[config.mk]
export PLATFORM = sky130hd
export DESIGN_NAME = twiddle_addr_gen
export DESIGN_NICKNAME = d
export VERILOG_FILES = /design/src/rtl/twiddle_addr_gen.sv
export SDC_FILE = /design/constraint.sdc
export NUM_CORES = 1
export LEC_CHECK = 0
export ABC_AREA = 1
export BUFFER_PORTS_ARGS = -buffer_cell sky130_fd_sc_hd__buf_2
export CAP_MARGIN = 20
export CORE_MARGIN = 2
export CORE_UTILIZATION = 47
export CTS_BUF_LIST = sky130_fd_sc_hd__clkbuf_4 sky130_fd_sc_hd__clkbuf_8
export CTS_CLUSTER_SIZE = 28
export DETAILED_ROUTE_END_ITERATION = 12
export PLACE_DENSITY = 0.77
export SLEW_MARGIN = 10
export SYNTH_ARGS = -nofsm -noshare
export SYNTH_HDL_FRONTEND = slang
export SYNTH_SLANG_ARGS = --single-unit
[constraint.sdc]
create_clock -name clk -period 1.4 [get_ports clk]
set_input_delay 0.28 -clock clk [delete_from_list [all_inputs] [get_ports clk]]
set_output_delay 0.28 -clock clk [all_outputs]
set_load 0.01 [all_outputs]
[src/rtl/twiddle_addr_gen.sv]
// twiddle_addr_gen: radix-2 in-place FFT butterfly sequencer.
// Issues stage, twiddle index and operand addresses per butterfly.
module twiddle_addr_gen #(
   parameter int LOG2N = 3,
   parameter int SW    = 3
) (
   input  logic             clk,
   input  logic             nrst,
   input  logic             start,
   input  logic             dif_mode,
   input  logic             clear,
   input  logic             out_ready,
   output logic             out_valid,
   output logic [SW-1:0]    stage_count_out,
   output logic [LOG2N-2:0] bfly_idx,
   output logic [LOG2N-2:0] index_val,
   output logic [LOG2N-1:0] addr_top,
   output logic [LOG2N-1:0] addr_bot,
   output logic             last,
   output logic             busy,
   output logic             done
);

   localparam int BW = LOG2N - 1;
   localparam logic [SW-1:0]    S_LAST = SW'(LOG2N - 1);
   localparam logic [BW-1:0]    B_LAST = '1;
   localparam logic [LOG2N-1:0] ONE    = LOG2N'(1);

   typedef enum logic [1:0] {
      IDLE,
      RUN,
      DONE
   } state_t;

   state_t        state, state_nxt;
   logic [SW-1:0] s_q, s_nxt;
   logic [BW-1:0] b_q, b_nxt;
   logic          dif_q, dif_nxt;
   logic          run;
   logic          final_beat;

   assign run        = (state == RUN);
   assign final_beat = (s_q == S_LAST) && (b_q == B_LAST);

   always_ff @(posedge clk or negedge nrst) begin
      if (!nrst) begin
         state <= IDLE;
         s_q   <= '0;
         b_q   <= '0;
         dif_q <= 1'b0;
      end else begin
         state <= state_nxt;
         s_q   <= s_nxt;
         b_q   <= b_nxt;
         dif_q <= dif_nxt;
      end
   end

   always_comb begin
      state_nxt = state;
      s_nxt     = s_q;
      b_nxt     = b_q;
      dif_nxt   = dif_q;
      if (clear) begin
         state_nxt = IDLE;
         s_nxt     = '0;
         b_nxt     = '0;
      end else begin
         unique case (state)
            IDLE: begin
               if (start) begin
                  state_nxt = RUN;
                  dif_nxt   = dif_mode;
                  s_nxt     = '0;
                  b_nxt     = '0;
               end
            end
            RUN: begin
               if (out_ready) begin
                  // b is exactly BW bits wide, so it wraps on its own
                  b_nxt = b_q + BW'(1);
                  if (b_q == B_LAST)
                     s_nxt = s_q + SW'(1);
                  if (final_beat) begin
                     state_nxt = DONE;
                     s_nxt     = '0;
                  end
               end
            end
            DONE: state_nxt = IDLE;
            default: state_nxt = IDLE;
         endcase
      end
   end

   logic [SW-1:0]    sh, ksh;
   logic [BW-1:0]    mask, pos, hi, kx;
   logic [LOG2N-1:0] top, bot;

   // top address = b with a zero bit inserted at the span position
   always_comb begin
      sh   = dif_q ? (S_LAST - s_q) : s_q;
      ksh  = dif_q ? s_q : (S_LAST - s_q);
      mask = ~(B_LAST << sh);
      pos  = b_q & mask;
      hi   = b_q & ~mask;
      top  = {hi, 1'b0} | {1'b0, pos};
      bot  = top | (ONE << sh);
      kx   = pos << ksh;
   end

   assign out_valid       = run;
   assign stage_count_out = run ? s_q : '0;
   assign bfly_idx        = run ? b_q : '0;
   assign index_val       = run ? kx : '0;
   assign addr_top        = run ? top : '0;
   assign addr_bot        = run ? bot : '0;
   assign last            = run && final_beat;
   assign busy            = (state != IDLE);
   assign done            = (state == DONE);

endmodule

Yosys cells after proc, flatten, opt, wreduce, memory -nomap -nowiden:

Index checks and enable logic that the tools add are counted.

* bits in registers: 8
* bits in latches: 0
* bits in writable memories: 0
* memory bits (read-only): 0
* bits of input ports: 6
* output and inout bits: 17
* logic and storage cells: 56
* memories: 0

* add/sub/neg operators: 3
* multipliers: 0
* div/mod/pow operators: 0
* $lt $le $gt $ge: 0
* eq/ne operators: 8
* shift operators: 3
* muxes and demuxes: 22
* bitwise gates (word level): 7
* reductions and logical operators: 9

Operators by type and width (count)
* $mux 3: 10
* $mux 2: 9
* $reduce_and 3->1: 3
* $pmux 2 s2: 2
* $ne 3x3->1 const B: 2
* $pmux 3 s2: 1
* $and 2x2->2: 2
* $eq 2x2->1 const B: 2
* $ne 4x2->1 const B: 1
* $not 2->2: 2
* $reduce_and 4->1: 1
* $add 3x1->3 const B: 1
* $eq 3x2->1 const B: 1
* $ne 3x2->1 const B: 1
* $or 3x2->3: 1
* $or 3x3->3: 1
* $reduce_bool 3->1: 1
* $shl 1x3->3 const A: 1
* $shl 2x3->2: 1
* $shl 2x3->2 const A: 1
* $sub 2x3->3 const A: 1
* $add 2x1->2 const B: 1
* $eq 2x1->1 const B: 1
* $logic_and 1x1->1: 2
* other kinds (3): 3

Depth between registers and ports, before layout:

Gate-level depths: netlist of the first run.

* depth in word-level cells: 9
* depth in mapped cells: 9
* mapped depth without buffers: 9

Worst setup path before layout of the first run:

OpenSTA, ideal clock, no wires.

* path type: register -> output
* start: register s_q[1]
* end: output addr_bot[0]
* arrival time: 1336 ps
* required time: 1120 ps
* slack: -216 ps
* stages on the path, launching flop included: 8
* buffers on the path: 0
* cell sequence: dfrtp_1 > inv_1 > ha_1 > inv_1 > nand2_1 > nand2_1 > nand3_2 > o21ai_0

* longest elaborated chain between the ends: 8
* elaborated cells on any way between the ends: 9
* those cells by class: add/sub: 1; shift: 2; mux: 2; bitwise: 4

Ends and longest elaborated chain
* start, declared: RTL line 36 `logic [SW-1:0] s_q, s_nxt;`
* start signal, assigned: RTL line 53 `s_q <= s_nxt;`
* $sub 2x3->3: RTL line 102 `sh = dif_q ? (S_LAST - s_q) : s_q;`
* $mux 3 (*): RTL line 102
* $shl 2x3->2: RTL line 104 `mask = ~(B_LAST << sh);`
* $not 2->2: RTL line 104
* $and 2x2->2: RTL line 105 `pos = b_q & mask;`
* $or 3x2->3: RTL line 107 `top = {hi, 1'b0} | {1'b0, pos};`
* $or 3x3->3 (*): RTL line 108 `bot = top | (ONE << sh);`
* $mux 3 (*): RTL line 117 `assign addr_bot = run ? bot : '0;`
* end, declared: RTL line 18 `output logic [LOG2N-1:0] addr_bot,`

Mark *: on every way between the ends. The rest lies on a longest branch, timed or not.

Worst setup path after layout of the first run:

* start: register s_q[1]
* end: output index_val[0]

* longest elaborated chain between the ends: 7
* elaborated cells on any way between the ends: 8
* those cells by class: add/sub: 1; shift: 2; mux: 3; bitwise: 2

Ends and longest elaborated chain
* $sub 2x3->3: RTL line 102, 103
* $mux 3: RTL line 102
* $shl 2x3->2: RTL line 104
* $not 2->2: RTL line 104
* $and 2x2->2: RTL line 105
* $shl 2x3->2 (*): RTL line 109 `kx = pos << ksh;`
* $mux 2 (*): RTL line 115 `assign index_val = run ? kx : '0;`
* end, declared: RTL line 16 `output logic [LOG2N-2:0] index_val,`

Marks and branches as above.

==> run summary, run 1 <==
Status = complete, but fails checks
Violated checks = setup timing
RSZ-0062 raised after global routing = true
First DRT Iteration DRCs = 38
Multi-input gate area = 648 sq um
CTS root buffer = clkbuf_4
Slowest cell on crit path = dfrtp_2
Die ar. = 0.00193 sq mm
Core Box Area = 0.00151 sq mm
Mapped Area = 749 sq um
CP startpoint kind = flop
Post-synth top cells = 29 x nand2_1, 15 x nor2_1, 14 x inv_1
DP HPWL = 1570 um
Final WL = 3410 um
Clock Sinks = 8
Minimum clock period = 2.03 ns
Largest net degree at the start of global routing = 9
Top-count cell post-synth = nand2_1
Switching Fraction = 0.433
Nets = 179
Final setup viols = 23
Setup ws final = -0.632 ns
Die height = 43.9 um
Max Clk Rate = 492 MHz
Area share of the largest cell type after synthesis = 0.267
Gpl congestion = 0.849
Yosys warnings = 0
Leakage power = 0.000696 uW
Fin crit share = 1.45
HP Class = in2reg
Top cells by area, synth = dfrtp_1 27%, nand2_1 15%, nand3_1 8.7%
H-tree levels = 1
DR WL/cell = 18.6 um
DRT Pass-1 Iters = 5
Syn nets = 123
TritonCTS Buffers = 3
Max-slew violation count = 0
Max FO, Critical Path = 3
Worst ir drop on vdd = 0.000875 V
DIE WIDTH = 43.9 um
DR vias/cell = 5.64
CTS tree = built
Input/output buffers = 22
Area leader, netlist = dfrtp_1
Proportion of layout cells with a drive suffix above 1 = 0.617
Gate power share = 0.549
Post-DRT Antenna Nets = 0
Initial antenna violation count = 0
Post-synthesis sequential area ratio = 0.267
P&R area growth vs syn = 82.3%
Initial core utilization = 0.498
Via count = 1,032
Worst slew margin = 0.744
Yosys reg bits = 8
CP peak stage delay = 0.45 ns
Ys flop type = dfrtp_1
Max cap viols = 0
GR Util All Layers = 0.277
Number of global-route vias before repair = 853
Post-synthesis async set-or-reset flop share = 1.00
# rows = 14
Worst Tran Pin Value = 0.382 ns
Worst Skew = 0.00570 ns
Sequential cell area = 204 sq um
Reg power frac = 0.256
Bufs on Longest Clock Path = 2
Unique masters post-synth = 19
Clock power frac = 0.195
Sw power = 511 uW
# DRC = 0
Synthesized area per cell = 6.69 sq um
Worst-path clk slew = 0.06 ns
Crit path cell chain = inv_2 > ha_4 > o21ai_0 > nand4_1 > nor2_2 > buf_2
Critical Path RT = 1.12 ns
Total gr overflow = 0
Final Total Pwr = 1180 uW
Io pins = 23
Number of fill cells = 65
Inserted Diodes = 0
Worst Path Arrival = 1.75 ns
Worst-skew pair later-pin latency = 0.28 ns
TNS Setup = -8.21 ns
Type of the worst setup path = reg2out
Internal Pwr Total = 669 uW
P per Cell Area = 863 mW/mm^2
Final hold violation count = 0
Post-Synthesis Cells = 112
First-pass GRT wire length = 3890 um
Post-synth EDFFs = 0
Crit end category = output port
## worst max-delay path, delay by kind of cell (launching register included)
kind            cells  cell delay (ns)
buf+inv             2             0.23
fa+ha+maj           1             0.22
compound gates      1             0.28
flops               1             0.45
simple gates        2             0.29
## metal layers
layer / global-route usage / share of wire / up-vias
met5: 0 / 0 / -
met2: 0.474 / 0.53 / 66
met1: 0.346 / 0.37 / 486
met3: 0.0667 / 0.069 / 11
met4: 0.0727 / 0.027 / 0
li1: - / - / 469
## sequential cells by signal, indices dropped and copies added (netlist names)
name,cells
b_q,2
dif_q,1
s_q,3
state,2
## kinds of logic after synthesis
kind of cell | Yosys count | share of synthesized area
buf+inv | 17 | 0.0851
compound gates | 10 | 0.0668
simple gates | 72 | 0.497
flops | 8 | 0.267
fa+ha+maj | 5 | 0.0835
## layout by cell type (no fill, tap or decap), drive strengths merged
cell / count
nor3: 2
buf: 50
dlygate4sd3: 1
nand2: 33
a21oi: 2
clkbuf: 4
o21ai: 8
dfrtp: 8
nand3: 16
nor2: 18
nand4: 2
and2: 1
ha: 5
inv: 17
## through the flow
| stage | instance area [sq um] | setup slack, ns | utilization | instances | hold slack, ns |
|---|---|---|---|---|---|
| 2_1_floorplan | 805 | -0.0836 | - | 112 | -0.0156 |
| 3_3_place_gp | 1060 | -0.214 | 0.705 | 167 | 0.134 |
| 3_5_place_dp | 1060 | -0.248 | 0.705 | 167 | 0.138 |
| 4_1_cts | 1200 | -0.496 | 0.798 | 175 | 0.271 |
| 5_1_grt | 1370 | -0.657 | 0.907 | 183 | 0.317 |
| 6_report | 1370 | -0.632 | 0.907 | 183 | 0.282 |
## power by group through the flow
stage	Combinational (uW)	Clock [uW]	Sequential, uW
2_1_floorplan	271	0	293
3_3_place_gp	423	0	288
3_5_place_dp	432	0	290
4_1_cts	497	222	287
5_1_grt	687	247	304
6_report	648	230	301
## final timing paths
check | from | to | slack (ns) | depth (start not counted)
setup / recovery | s_q[1]$_DFFE_PN0P_ | index_val[0] | -0.63 | 6
hold / removal | dif_mode | dif_q$_DFFE_PN0P_ | 0.28 | 3
setup reg to reg | s_q[0]$_DFFE_PN0P_ | state[1]$_DFFE_PN0P_ | -0.40 | 11
hold reg to reg | b_q[0]$_DFFE_PN0P_ | b_q[0]$_DFFE_PN0P_ | 0.63 | 2
max in group asynchronous | nrst | state[0]$_DFFE_PN0P_ | 0.81 | 2
min in group asynchronous | nrst | state[1]$_DFFE_PN0P_ | 0.39 | 2
## final cells by class
| cell class | count | share of cell area |
|---|---|---|
| Clock buffer | 4 | 0.0220 |
| Inverter | 17 | 0.0522 |
| Multi-Input combinational cell | 87 | 0.474 |
| Sequential cell | 8 | 0.149 |
| Tap cell | 16 | 0.0147 |
| Timing Repair Buffer | 51 | 0.288 |
## timing repair
action,4_1_cts,5_1_grt
pin swaps,9,12
setup endpoints to repair,18,21
resized for setup,18,25
buffers inserted,3,9
hold endpoints to repair,8,0
hold buffers,1,0
(Power assumes the default switching activity.)
==> inputs of run 2 (changes only) <==
==> constraint.sdc (replaced) <==
create_clock -name clk -period 1.4 [get_ports clk]
set_input_delay 0.07 -clock clk [delete_from_list [all_inputs] [get_ports clk]]
set_output_delay 0.07 -clock clk [all_outputs]
set_load 0.01 [all_outputs]
==> run 2 against run 1 <==
Compared with the run above: clock skew shrank 0.0026 ns; non-clock buffer count shrank 16; critical endpoint is now index_val[1]; first-iteration DRC count down 47%; the flow still finishes with violations (setup timing); critical path type unchanged.
==> run summary, run 2 (same netlist as run 1, synthesis figures left out) <==
Status = complete, but fails checks (unchanged)
Violated checks = setup timing (unchanged)
Fin crit share = 1.22 (was 1.45)
P per Cell Area = 812 mW/mm^2 (was 863 mW/mm^2)
Crit path from = s_q[1]$_DFFE_PN0P_ (unchanged)
Proportion of layout cells with a drive suffix above 1 = 0.500 (was 0.617)
Clock power frac = 0.195 (about the same)
H-tree levels = 1 (unchanged)
CTS root buffer = clkbuf_4 (unchanged)
Io pins = 23 (unchanged)
Total gr overflow = 0 (unchanged)
Leakage power = 0.000627 uW (was 0.000696 uW)
First DRT Iteration DRCs = 20 (was 38)
Minimum clock period = 1.71 ns (was 2.03 ns)
DIE WIDTH = 43.9 um (unchanged)
Sw power = 392 uW (was 511 uW)
Worst Path Arrival = 1.64 ns (was 1.75 ns)
Worst-path clk slew = 0.06 ns (about the same)
Internal Pwr Total = 523 uW (was 669 uW)
Layout Utilization = 0.748 (was 0.907)
Nets = 163 (was 179)
DR WL/cell = 12.5 um (was 18.6 um)
CTS tree = built (unchanged)
CP peak stage delay = 0.41 ns (was 0.45 ns)
Commonest non-fill, non-tap cell in the layout = nand2_1
# rows = 14 (unchanged)
Worst Path Buf+Inv = 3 (was 2)
Largest Register = s_q (unchanged)
Final hold violation count = 0 (unchanged)
Max reg flops = 3 (unchanged)
CP startpoint kind = flop (unchanged)
Max Clk Rate = 585 MHz (was 492 MHz)
Via count = 883 (was 1,032)
DRT Pass-1 Iters = 4 (was 5)
Hold Path Origin = dif_mode (unchanged)
Crit end category = output port (unchanged)
Gate power share = 0.481 (was 0.549)
Die ar. = 0.00193 sq mm (unchanged)
GR Util All Layers = 0.226 (was 0.277)
Critical Path RT = 1.33 ns (was 1.12 ns)
Final setup viols = 14 (was 23)
HP Class = in2reg (unchanged)
Type of the worst setup path = reg2out (unchanged)
TritonCTS Buffers = 3 (unchanged)
Clock Sinks = 8 (unchanged)
Max cap viols = 0 (unchanged)
RSZ-0062 raised after global routing = true (unchanged)
Switching Fraction = 0.429 (was 0.433)
Commonest non-fill, non-tap cells in the layout = 24 x nand2_1, 21 x buf_2, 13 x nor2_1 (was 23 x nand2_1, 23 x buf_4, 15 x buf_2)
Initial core utilization = 0.498 (unchanged)
Bufs on Longest Clock Path = 2 (unchanged)
Finished Layout Cells = 166 (was 183)
DR vias/cell = 5.32 (was 5.64)
First-pass GRT wire length = 3240 um (was 3890 um)
Inserted Diodes = 0 (unchanged)
Input/output buffers = 22 (unchanged)
Max FO, Critical Path = 4 (was 3)
Core Box Area = 0.00151 sq mm (unchanged)
DP HPWL = 1460 um (was 1570 um)
Number of global-route vias before repair = 783 (was 853)
Hold Slack = 0.0605 ns (was 0.282 ns)
Worst ir drop on vdd = 0.000674 V (was 0.000875 V)
TNS Setup = -2.62 ns (was -8.21 ns)
Worst Skew = 0.00307 ns (was 0.00570 ns)
CP top delay family = flip-flops (unchanged)
Largest regs = s_q (3), b_q (2), state (2) (unchanged)
Post-DRT Antenna Nets = 0 (unchanged)
Slowest cell on crit path = dfrtp_1 (was dfrtp_2)
Die height = 43.9 um (unchanged)
R2r startpoint = s_q[0]$_DFFE_PN0P_ (unchanged)
Initial antenna violation count = 0 (unchanged)
Final WL = 2080 um (was 3410 um)
Worst slew margin = 0.769 (was 0.744)
Largest net degree at the start of global routing = 11 (was 9)
Crit path cell chain = inv_2 > ha_4 > inv_2 > nand2_1 > nand2_2 > nand3_4 > nand3_2 > a21oi_2 > buf_2 (was inv_2 > ha_4 > o21ai_0 > nand4_1 > nor2_2 > buf_2)
Max-slew violation count = 0 (unchanged)
Reg power frac = 0.324 (was 0.256)
Worst Tran Pin Value = 0.344 ns (was 0.382 ns)
Setup ws final = -0.310 ns (was -0.632 ns)
Worst-skew pair later-pin latency = 0.25 ns (was 0.28 ns)
P&R area growth vs syn = 50.4% (was 82.3%)
Most Frequent Cell on Critical Path = inv_2
Dpl cells = 158 (was 167)
Gpl congestion = 0.891 (was 0.849)
# DRC = 0 (unchanged)
[run 2: cell count changes in the layout (fill, tap and decap cells not counted), moves of 3 or more]
cell	change
inv_1	+3
nor2_4	-4
buf_6	-9
buf_2	+6
nor2_1	+4
buf_4	-13
[run 2: per-layer routing]
| layer | wire [um] | track usage |
|---|---|---|
| met2 | 1100 | 0.397 |
| met4 | 19 | 0.0970 |
| met1 | 873 | 0.275 |
| met3 | 80 | 0.0250 |
| met5 | 0 | 0 |
[run 2: power by group through the flow]
stage | combinational [uW] | clock (uW) | sequential [uW]
2_1_floorplan | 241 | 0 | 287
3_3_place_gp | 356 | 0 | 290
3_5_place_dp | 365 | 0 | 291
4_1_cts | 392 | 181 | 290
5_1_grt | 487 | 194 | 301
6_report | 441 | 178 | 296
[run 2: tightest hold or removal path: cells and delay by family]
kind / cells / cell delay (ns)
and+or+nand+nor: 1 / 0.03
AOI/OAI and AO/OA: 1 / 0.10
buffers and inverters: 1 / 0.07
[run 2: layout make-up]
class                   count  area, sq um
repair buffers             35          224
inverters                  17         63.8
fillers                   120          379
clock buffers               3         22.5
flip-flops and latches      8          201
multi-input cells          87          596
well taps                  16         20.0
[run 2: what timing repair did]
| action | in CTS | in global routing |
|---|---|---|
| buffers inserted | 3 | 1 |
| resized for setup | 9 | 22 |
| pin swaps | 6 | 15 |
| endpoints found under the hold margin | 8 | 0 |
| cloned | 0 | 0 |
| endpoints found under the setup margin | 10 | 15 |
| hold buffers | 1 | 0 |
[run 2: through the flow]
step	cell area, sq um	worst slack, ns	power (uW)
final	1130	-0.310	915
after global routing	1130	-0.377	982
after CTS	1030	-0.286	864
after detailed placement	940	-0.109	656
after global placement	940	-0.0384	646
after floorplan	749	0.0177	529
[run 2: path summary, 6_finish.rpt]
check | endpoint | slack (ns) | cells after the start
max | index_val[1] | -0.31 | 9
min | dif_q$_DFFE_PN0P_ | 0.06 | 3
max reg2reg | s_q[2]$_DFFE_PN0P_ | -0.08 | 8
min reg2reg | b_q[0]$_DFFE_PN0P_ | 0.56 | 2
max in group asynchronous | s_q[0]$_DFFE_PN0P_ | 1.01 | 2
min in group asynchronous | state[1]$_DFFE_PN0P_ | 0.20 | 2
==> inputs of run 3 (changes only) <==
- MAX_ROUTING_LAYER: default -> met4
==> run 3 against run 2 <==
Compared with the run above: the flow still finishes with violations (setup timing); clock skew about the same; via count down 0.91%; combinational power about the same; total power about the same; final area unchanged; final cell count unchanged; global-route usage up 0.70 points; critical path depth unchanged; utilization unchanged; sequential share of layout area unchanged; highest routed layer unchanged.
==> run summary, run 3 (same netlist as run 1, synthesis figures left out) <==
Reg power frac = 0.324 (about the same)
Commonest non-fill, non-tap cells in the layout = 24 x nand2_1, 21 x buf_2, 13 x nor2_1 (unchanged)
Final WL = 2110 um (was 2080 um)
Core Box Area = 0.00151 sq mm (unchanged)
Switching Fraction = 0.429 (about the same)
Leakage power = 0.000627 uW (unchanged)
DIE WIDTH = 43.9 um (unchanged)
P&R area growth vs syn = 50.4% (unchanged)
Minimum clock period = 1.72 ns (was 1.71 ns)
Worst-skew pair later-pin latency = 0.25 ns (about the same)
Fin crit share = 1.23 (was 1.22)
Inserted Diodes = 0 (unchanged)
DR vias/cell = 5.27 (was 5.32)
Worst ir drop on vdd = 0.000675 V (was 0.000674 V)
Critical Path RT = 1.33 ns (about the same)
DR WL/cell = 12.7 um (was 12.5 um)
Number of global-route vias before repair = 786 (was 783)
CP startpoint kind = flop (unchanged)
DP HPWL = 1460 um (unchanged)
Proportion of layout cells with a drive suffix above 1 = 0.500 (unchanged)
Gpl congestion = 0.906 (was 0.891)
First DRT Iteration DRCs = 18 (was 20)
CTS tree = built (unchanged)
Nets = 163 (unchanged)
Commonest non-fill, non-tap cell in the layout = nand2_1 (unchanged)
TritonCTS Buffers = 3 (unchanged)
Max cap viols = 0 (unchanged)
# DRC = 0 (unchanged)
Most Frequent Cell on Critical Path = inv_2 (unchanged)
DRT Pass-1 Iters = 4 (unchanged)
Max FO, Critical Path = 4 (unchanged)
Type of the worst setup path = reg2out (unchanged)
CTS root buffer = clkbuf_4 (unchanged)
Clock power frac = 0.193 (was 0.195)
Worst Skew = 0.00321 ns (was 0.00307 ns)
# rows = 14 (unchanged)
Violated checks = setup timing (unchanged)
Setup ws final = -0.315 ns (was -0.310 ns)
Post-layout instance area = 0.00113 sq mm (unchanged)
Status = complete, but fails checks (unchanged)
Dpl ws = -0.109 ns (unchanged)
Worst slew margin = 0.768 (was 0.769)
Clock Sinks = 8 (unchanged)
Die height = 43.9 um (unchanged)
H-tree levels = 1 (unchanged)
Bufs on Longest Clock Path = 2 (unchanged)
Total gr overflow = 0 (unchanged)
Gate power share = 0.483 (was 0.481)
Post-DRT Antenna Nets = 0 (unchanged)
Crit end category = output port (unchanged)
Io pins = 23 (unchanged)
Die ar. = 0.00193 sq mm (unchanged)
CP peak stage delay = 0.41 ns (about the same)
Input/output buffers = 22 (unchanged)
Via count = 875 (was 883)
Max-slew violation count = 0 (unchanged)
Sw power = 392 uW (about the same)
First-pass GRT wire length = 3240 um (unchanged)
Initial antenna violation count = 0 (unchanged)
HP Class = in2reg (unchanged)
Area after DPL = 940 sq um (unchanged)
Crit path cell chain = inv_2 > ha_4 > inv_2 > nand2_1 > nand2_2 > nand3_4 > nand3_2 > a21oi_2 > buf_2 (unchanged)
Final setup viols = 14 (unchanged)
Largest regs = s_q (3), b_q (2), state (2) (unchanged)
RSZ-0062 raised after global routing = true (unchanged)
Final hold violation count = 0 (unchanged)
Max reg flops = 3 (unchanged)
Worst Tran Pin Value = 0.346 ns (was 0.344 ns)
Worst Path Arrival = 1.65 ns (was 1.64 ns)
GR Util All Layers = 0.233 (was 0.226)
Max Clk Rate = 583 MHz (was 585 MHz)
Slowest cell on crit path = dfrtp_1 (unchanged)
Largest Register = s_q (unchanged)
P per Cell Area = 812 mW/mm^2 (about the same)
Initial core utilization = 0.498 (unchanged)
Largest net degree at the start of global routing = 11 (unchanged)
Internal Pwr Total = 523 uW (about the same)
Worst-path clk slew = 0.06 ns (about the same)
[run 3: cell counts in the layout (fill, tap and decap cells not counted)]
No cell type changed its count.
[run 3: layout make-up]
cell class	instances	area, sq um
clock buffers	3	22.5
fillers	120	379
inverters	17	63.8
multi-input cells	87	596
flip-flops and latches	8	201
well taps	16	20.0
repair buffers	35	224
[run 3: worst max-delay path: cells and delay by family (launching register included)]
kind	cells	cell delay (ns)
buffers and inverters	3	0.23
AND/OR/NAND/NOR	4	0.35
adder cells (fa/ha/maj)	1	0.28
AO/OA/AOI/OAI	1	0.12
flip-flops	1	0.41
[run 3: power by group through the flow]
stage                     registers (uW)  logic, uW  clock network [uW]
after global routing                 301        487                 194
after CTS                            290        392                 181
final                                296        442                 177
after floorplan                      287        241                   0
after global placement               290        356                   0
after detailed placement             291        365                   0
[run 3: timing repair]
action	in CTS	in global routing
setup endpoints to repair	10	15
endpoints found under the hold margin	8	0
setup buffers	3	1
pin swaps	6	15
resized for setup	9	22
hold buffers	1	0
[run 3: stage by stage]
step / cells / util / power, uW / setup TNS, ns / hold WS, ns
after detailed placement: 158 / 0.624 / 656 / -0.461 / -0.0719
after CTS: 165 / 0.684 / 864 / -2.32 / 0.0572
after global placement: 158 / 0.624 / 646 / -0.0708 / -0.0783
final: 166 / 0.748 / 915 / -2.69 / 0.0630
after global routing: 166 / 0.748 / 982 / -3.75 / 0.0762
after floorplan: 112 / - / 529 / 0 / -0.226
[run 3: layer usage]
layer / wire length [um] / up-vias / GRT usage
met5: 0 / - / -
met3: 69 / 2 / 0.0250
met2: 1110 / 22 / 0.397
li1: - / 436 / -
met4: 17 / 0 / 0.0970
met1: 913 / 415 / 0.275
[run 3: final timing paths]
check                                   start              endpoint  slack, ns  cells after the start
min reg2reg                b_q[0]$_DFFE_PN0P_    b_q[0]$_DFFE_PN0P_       0.56                      2
max in group asynchronous                nrst    s_q[0]$_DFFE_PN0P_       1.00                      2
min                                  dif_mode     dif_q$_DFFE_PN0P_       0.06                      3
max                        s_q[1]$_DFFE_PN0P_          index_val[1]      -0.32                      9
max reg2reg                s_q[0]$_DFFE_PN0P_    s_q[2]$_DFFE_PN0P_      -0.08                      8
min in group asynchronous                nrst  state[1]$_DFFE_PN0P_       0.20                      2
